[src/rtl/bcd_seq_conv.sv]
// bcd_seq_conv: iterative signed-binary to BCD converter (shift-add-3).
// Captures a signed value and reduces it to sign and magnitude. It runs one
// double-dabble iteration per clock and then holds the sign, the digits and
// an overflow flag until the consumer takes them.
// Optional feature macro: BCD_SAT_EN. When it is defined, an overflowing
// magnitude is reported as all-9s. When it is undefined, the top digit is
// dropped.
module bcd_seq_conv #(
    parameter int DATA_W = 11,
    parameter int NDIG   = 3
) (
    input  logic              clk,
    input  logic              rst,
    input  logic              in_valid,
    output logic              in_ready,
    input  logic [DATA_W-1:0] in_data,
    output logic              out_valid,
    input  logic              out_ready,
    output logic              out_sign,
    output logic [4*NDIG-1:0] out_bcd,
    output logic              out_ovf
);

    localparam int SCR_D = NDIG + 1;          // one extra digit keeps the overflow carry
    localparam int SCR_W = 4 * SCR_D;
    localparam int BCD_W = 4 * NDIG;
    localparam int CNT_W = $clog2(DATA_W + 1);

    typedef enum logic [1:0] {
        IDLE  = 2'd0,
        SHIFT = 2'd1,
        DONE  = 2'd2
    } state_t;

    state_t             state_r;
    state_t             state_next_s;
    logic [SCR_W-1:0]   scr_r;
    logic [SCR_W-1:0]   scr_next_s;
    logic [DATA_W-1:0]  mag_r;
    logic [DATA_W-1:0]  mag_next_s;
    logic [DATA_W-1:0]  mag_in_s;
    logic [CNT_W-1:0]   cnt_r;
    logic               sign_r;
    logic               last_s;
    logic [BCD_W-1:0]   res_bcd_s;
    logic               res_ovf_s;
    logic               in_ready_r;
    logic               out_valid_r;
    logic               out_sign_r;
    logic [BCD_W-1:0]   out_bcd_r;
    logic               out_ovf_r;

    // One BCD digit correction: digits of 5 or more get +3 before the shift.
    function automatic logic [3:0] add3(input logic [3:0] d);
        logic [3:0] r;
        if (d >= 4'd5) begin
            r = d + 4'd3;
        end else begin
            r = d;
        end
        return r;
    endfunction

    // Apply the digit correction to every scratch digit.
    function automatic logic [SCR_W-1:0] adjust(input logic [SCR_W-1:0] s);
        logic [SCR_W-1:0] r;
        r = '0;
        for (int i = 0; i < SCR_D; i++) begin
            r[4*i +: 4] = add3(s[4*i +: 4]);
        end
        return r;
    endfunction

    // Magnitude of the incoming value. The most-negative input maps to 2^(DATA_W-1) without wrapping.
    always_comb begin
        mag_in_s = in_data;
        if (in_data[DATA_W-1]) begin
            mag_in_s = ~in_data + {{(DATA_W-1){1'b0}}, 1'b1};
        end else begin
            mag_in_s = in_data;
        end
    end

    // One double-dabble step: correct digits, then shift {scratch, magnitude} left.
    always_comb begin
        scr_next_s = '0;
        mag_next_s = '0;
        {scr_next_s, mag_next_s} = {adjust(scr_r), mag_r} << 1;
    end

    // Final result taken from the scratch value that the last iteration produces.
    always_comb begin
        last_s    = (cnt_r == CNT_W'(1));
        res_ovf_s = |scr_next_s[SCR_W-1 -: 4];
        res_bcd_s = scr_next_s[BCD_W-1:0];
`ifdef BCD_SAT_EN
        if (res_ovf_s) begin
            res_bcd_s = {NDIG{4'h9}};
        end else begin
            res_bcd_s = scr_next_s[BCD_W-1:0];
        end
`else
        res_bcd_s = scr_next_s[BCD_W-1:0];
`endif
    end

    // Next-state logic for the accept / iterate / hold sequence.
    always_comb begin
        state_next_s = state_r;
        case (state_r)
            IDLE: begin
                if (in_valid) begin
                    state_next_s = SHIFT;
                end else begin
                    state_next_s = IDLE;
                end
            end
            SHIFT: begin
                if (last_s) begin
                    state_next_s = DONE;
                end else begin
                    state_next_s = SHIFT;
                end
            end
            DONE: begin
                if (out_ready) begin
                    state_next_s = IDLE;
                end else begin
                    state_next_s = DONE;
                end
            end
            default: begin
                state_next_s = IDLE;
            end
        endcase
    end

    // State register.
    always_ff @(posedge clk) begin
        if (rst) begin
            state_r <= IDLE;
        end else begin
            state_r <= state_next_s;
        end
    end

    // Datapath, iteration counter and registered handshake and result outputs.
    always_ff @(posedge clk) begin
        if (rst) begin
            scr_r       <= '0;
            mag_r       <= '0;
            cnt_r       <= '0;
            sign_r      <= 1'b0;
            in_ready_r  <= 1'b1;
            out_valid_r <= 1'b0;
            out_sign_r  <= 1'b0;
            out_bcd_r   <= '0;
            out_ovf_r   <= 1'b0;
        end else begin
            in_ready_r  <= (state_next_s == IDLE);
            out_valid_r <= (state_next_s == DONE);
            case (state_r)
                IDLE: begin
                    if (in_valid) begin
                        sign_r <= in_data[DATA_W-1];
                        mag_r  <= mag_in_s;
                        scr_r  <= '0;
                        cnt_r  <= CNT_W'(DATA_W);
                    end
                end
                SHIFT: begin
                    scr_r <= scr_next_s;
                    mag_r <= mag_next_s;
                    cnt_r <= cnt_r - CNT_W'(1);
                    if (last_s) begin
                        out_bcd_r  <= res_bcd_s;
                        out_sign_r <= sign_r;
                        out_ovf_r  <= res_ovf_s;
                    end
                end
                DONE: begin
                    cnt_r <= cnt_r;
                end
                default: begin
                    cnt_r <= '0;
                end
            endcase
        end
    end

    assign in_ready  = in_ready_r;
    assign out_valid = out_valid_r;
    assign out_sign  = out_sign_r;
    assign out_bcd   = out_bcd_r;
    assign out_ovf   = out_ovf_r;

endmodule

[config.mk]
export PLATFORM = sky130hd
export DESIGN_NAME = bcd_seq_conv
export DESIGN_NICKNAME = d
export VERILOG_FILES = /design/src/rtl/bcd_seq_conv.sv
export SDC_FILE = /design/constraint.sdc
export NUM_CORES = 1
export LEC_CHECK = 0
export ABC_AREA = 1
export CAP_MARGIN = 20
export CORE_MARGIN = 3
export CORE_UTILIZATION = 55
export DETAILED_ROUTE_END_ITERATION = 7
export PLACE_DENSITY = 0.78
export SYNTH_ARGS = -nofsm -noshare
export SYNTH_HDL_FRONTEND = slang
export SYNTH_SLANG_ARGS = --single-unit
[constraint.sdc]
create_clock -name clk -period 1.9 [get_ports clk]
set_input_delay 0.38 -clock clk [delete_from_list [all_inputs] [get_ports clk]]
set_output_delay 0.38 -clock clk [all_outputs]
set_load 0.05 [all_outputs]
==> summary.txt, run 1 <==
Global routing
  – Overall routing resource usage: 21.4%
  – Largest net degree at the start of global routing: 37
  – Initial antenna violation count: 0
  – Total global routing overflow: 0
  – First-pass GRT wire length: just over 9 mm
  – Vias in the first global route: 2,181

CTS
  – Htree depth: 2
  – Later-pin clock latency in the skew report: around 300 ps
  – Hold_buf cts: 0
  – Num Clock Sinks: 50
  – TritonCTS clock tree: built
  – Clk Tree Root Cell: clkbuf_8
  – Clk slew on worst S/H paths: 90 ps
  – Max clock buf depth: 2
  – Setup Buffers After CTS: 0
  – TritonCTS Buffers: 5
  – Post-CTS Resized: 0

Finish
  – # diodes: 0
  – Post-layout nets: 425
  – Most common cell after layout, fill and taps aside: nand2_1
  – Fillers: 397
  – Area Overhead vs Synth: 18.1%
  – Share of cells above drive strength 1: 5.25%
  – Most frequent cells in the layout: nand2_1, dfxtp_1, a21oi_1, inv_1, nor2_1

Routing
  – WL met3: 218 um
  – Routed wl met2: approximately 2.7 mm
  – Vias per cell: about 5.2
  – Top sig layer: met4
  – Metal-1 WL: 2.53 mm
  – DR WL/cell: about 12 um
  – Residual DRC count: 0
  – Antenna viol nets, final: 0
  – Routed WL: roughly 5.5 mm
  – Iter 0 DRT Violations: 105
  – Router iterations before antenna repair: 4
  – DR vias: between 2,000 and 2,500

Die
  – IO Pins: 31
  – Core area: 0.00441 mm^2
  – Height of the die: approximately 74 um
  – Row Count: 24
  – Initial cell density of the core: 57.5%
  – Die Area: around 0.0055 mm^2
  – Die W: 73.9 um

Worst setup path
  – CP Buf/Inv Count: 1
  – Critical Path Source Type: flip-flop
  – Critical-path cell list: clkdlybuf4s50_1
  – Crit path DAT: approximately 1500 ps
  – Crit Path Class: reg -> out
  – Slowest CP cell: clkdlybuf4s50_1
  – CP Capture Type: output pin
  – Critical Path Max Stage Delay: 820 ps
  – Crit Path Max Fanout: 2
  – Crit path required time: 1520 ps
  – Crit-path leading delay family: buffers and inverters

STA
  – Final setup vio count: 0
  – Worst-Margin Slew: between 500 and 600 ps
  – Clock Skews: 4.96 ps
  – Tcrit/Tclk final: 97.1%
  – Hold Fails Final Rpt: 0
  – Slew Viols, Final: 0
  – Final WS setup: 54.4 ps
  – Final min period: 1850 ps
  – F_max: 542 MHz
  – RSZ-0062 raised after global routing: no
  – Worst slew margin: 66.4%
  – Setup TNS: 0 ps

Synthesis
  – Post-synth EDFFs: 0
  – Leading area contributor after synthesis: dfxtp_1
  – Synthesized netlist net count: 396
  – Distinct cells, synth: 28
  – Syn_area_per_cell: 6.86 um^2
  – Register area share after synthesis: 39.4%
  – Async SR Flop Fraction: 0%
  – Area share of the largest cell type after synthesis: 39.4%
  – Synth warn: 0
  – Netlist Area Pre-Place: around 0.0025 mm^2
  – Ys flop type: dfxtp_1
  – FF+latch count, synth: 50
  – Largest cells by area after synthesis: dfxtp_1, nand2_1, a21oi_1
  – Cells after Synth: 370

Place
  – Routability cong.: 0.874
  – Post-DP HPWL: 3.79 mm
  – Post-place setup slack: 34.7 ps
  – Port buffer count: 30

Pwr
  – Pleak: 0.00126 uW
  – Total power per unit cell area: 723 mW/mm^2
  – VDD IR max: 0.000526 V

Worst hold path
  – Hold Path Class: reg -> reg

Status
  – Status: finished, final reports clean

Job
  – Max Cap Viol: 0
-- final cells by class --
class	count	area, um^2	area share [%]
timing repair buffer	37	378	12.6
clock inverter	1	5.00	0.167
multi-input combinational	259	1290	43.0
inverter	46	173	5.76
sequential	50	1000	33.4
clock buffer	7	86.3	2.88
tap	52	65.1	2.17
-- cells by family (layout without fill, tap and decap cells) --
kind of cell / count (synthesis) / after routing / synth area share, %
buffers and inverters: 61 / 91 / 9.76
AO/OA/AOI/OAI: 87 / 87 / 18.0
XOR/XNOR: 5 / 5 / 1.73
adder cells (fa/ha/maj): 11 / 11 / 5.42
flip-flops: 50 / 50 / 39.4
AND/OR/NAND/NOR: 156 / 156 / 25.6
-- flip-flops by register name, summed over array words and instances, names as in the netlist --
| signal | flops |
|---|---|
| state_r | 2 |
| in_ready | 1 |
| out_sign | 1 |
| sign_r | 1 |
| scr_r | 16 |
| mag_r | 11 |
| out_bcd | 12 |
| out_ovf | 1 |
| out_valid | 1 |
| cnt_r | 4 |
-- worst paths after layout --
| check | startpoint | endpoint | slack (ps) | cells past startpoint |
|---|---|---|---|---|
| worst max-delay path | out_bcd[0] | out_bcd[0] | 50 | 1 |
| worst min register to register | out_bcd[3] | out_bcd[3] | 470 | 2 |
| worst min-delay path | out_bcd[3] | out_bcd[3] | 470 | 2 |
| worst max register to register | scr_r[0] | scr_r[2] | 330 | 9 |
-- where the power goes --
group / leakage [uW] / total [uW] / internal (uW) / switching [uW]
logic: 0.000807 / 413 / 151 / 261
clock network: 0.0000482 / 631 / 294 / 337
registers: 0.000407 / 1120 / 1100 / 26.8
total: 0.00126 / 2170 / 1540 / 625
-- through the flow --
stage / instances / hold slack [ps] / utilization, % / area (um^2) / total power (uW)
after detailed placement: 444 / 457 / 65.8 / 2910 / 1560
after global placement: 444 / 449 / 65.8 / 2910 / 1550
after floorplan: 370 / 439 / - / 2540 / 1420
after global routing: 452 / 497 / 67.9 / 3000 / 2270
final: 452 / 468 / 67.9 / 3000 / 2170
after CTS: 452 / 470 / 67.9 / 3000 / 2170
-- cells in the mapped netlist (all sizes together) (3+ instances only) --
library cell	count
nor2	39
nand2	91
ha	11
o21ai	32
a21oi	45
dfxtp	50
xor2	5
o22ai	3
nand3	19
inv	46
clkbuf	5
nor3	4
buf	10
-- routing by layer --
| metal | up-vias | global-route usage [%] |
|---|---|---|
| li1 | 1247 | - |
| met1 | 1068 | 26.7 |
| met2 | 46 | 36.2 |
| met3 | 10 | 4.92 |
| met4 | 0 | 7.44 |
| met5 | - | 0 |
No activity file was read; power rests on OpenSTA's default activity.
==> inputs of run 2 (changes only) <==
- CAP_MARGIN: 20 -> default
==> results of run 2 <==
Same layout as run 1: the final DEF is identical, and so are final timing and power.
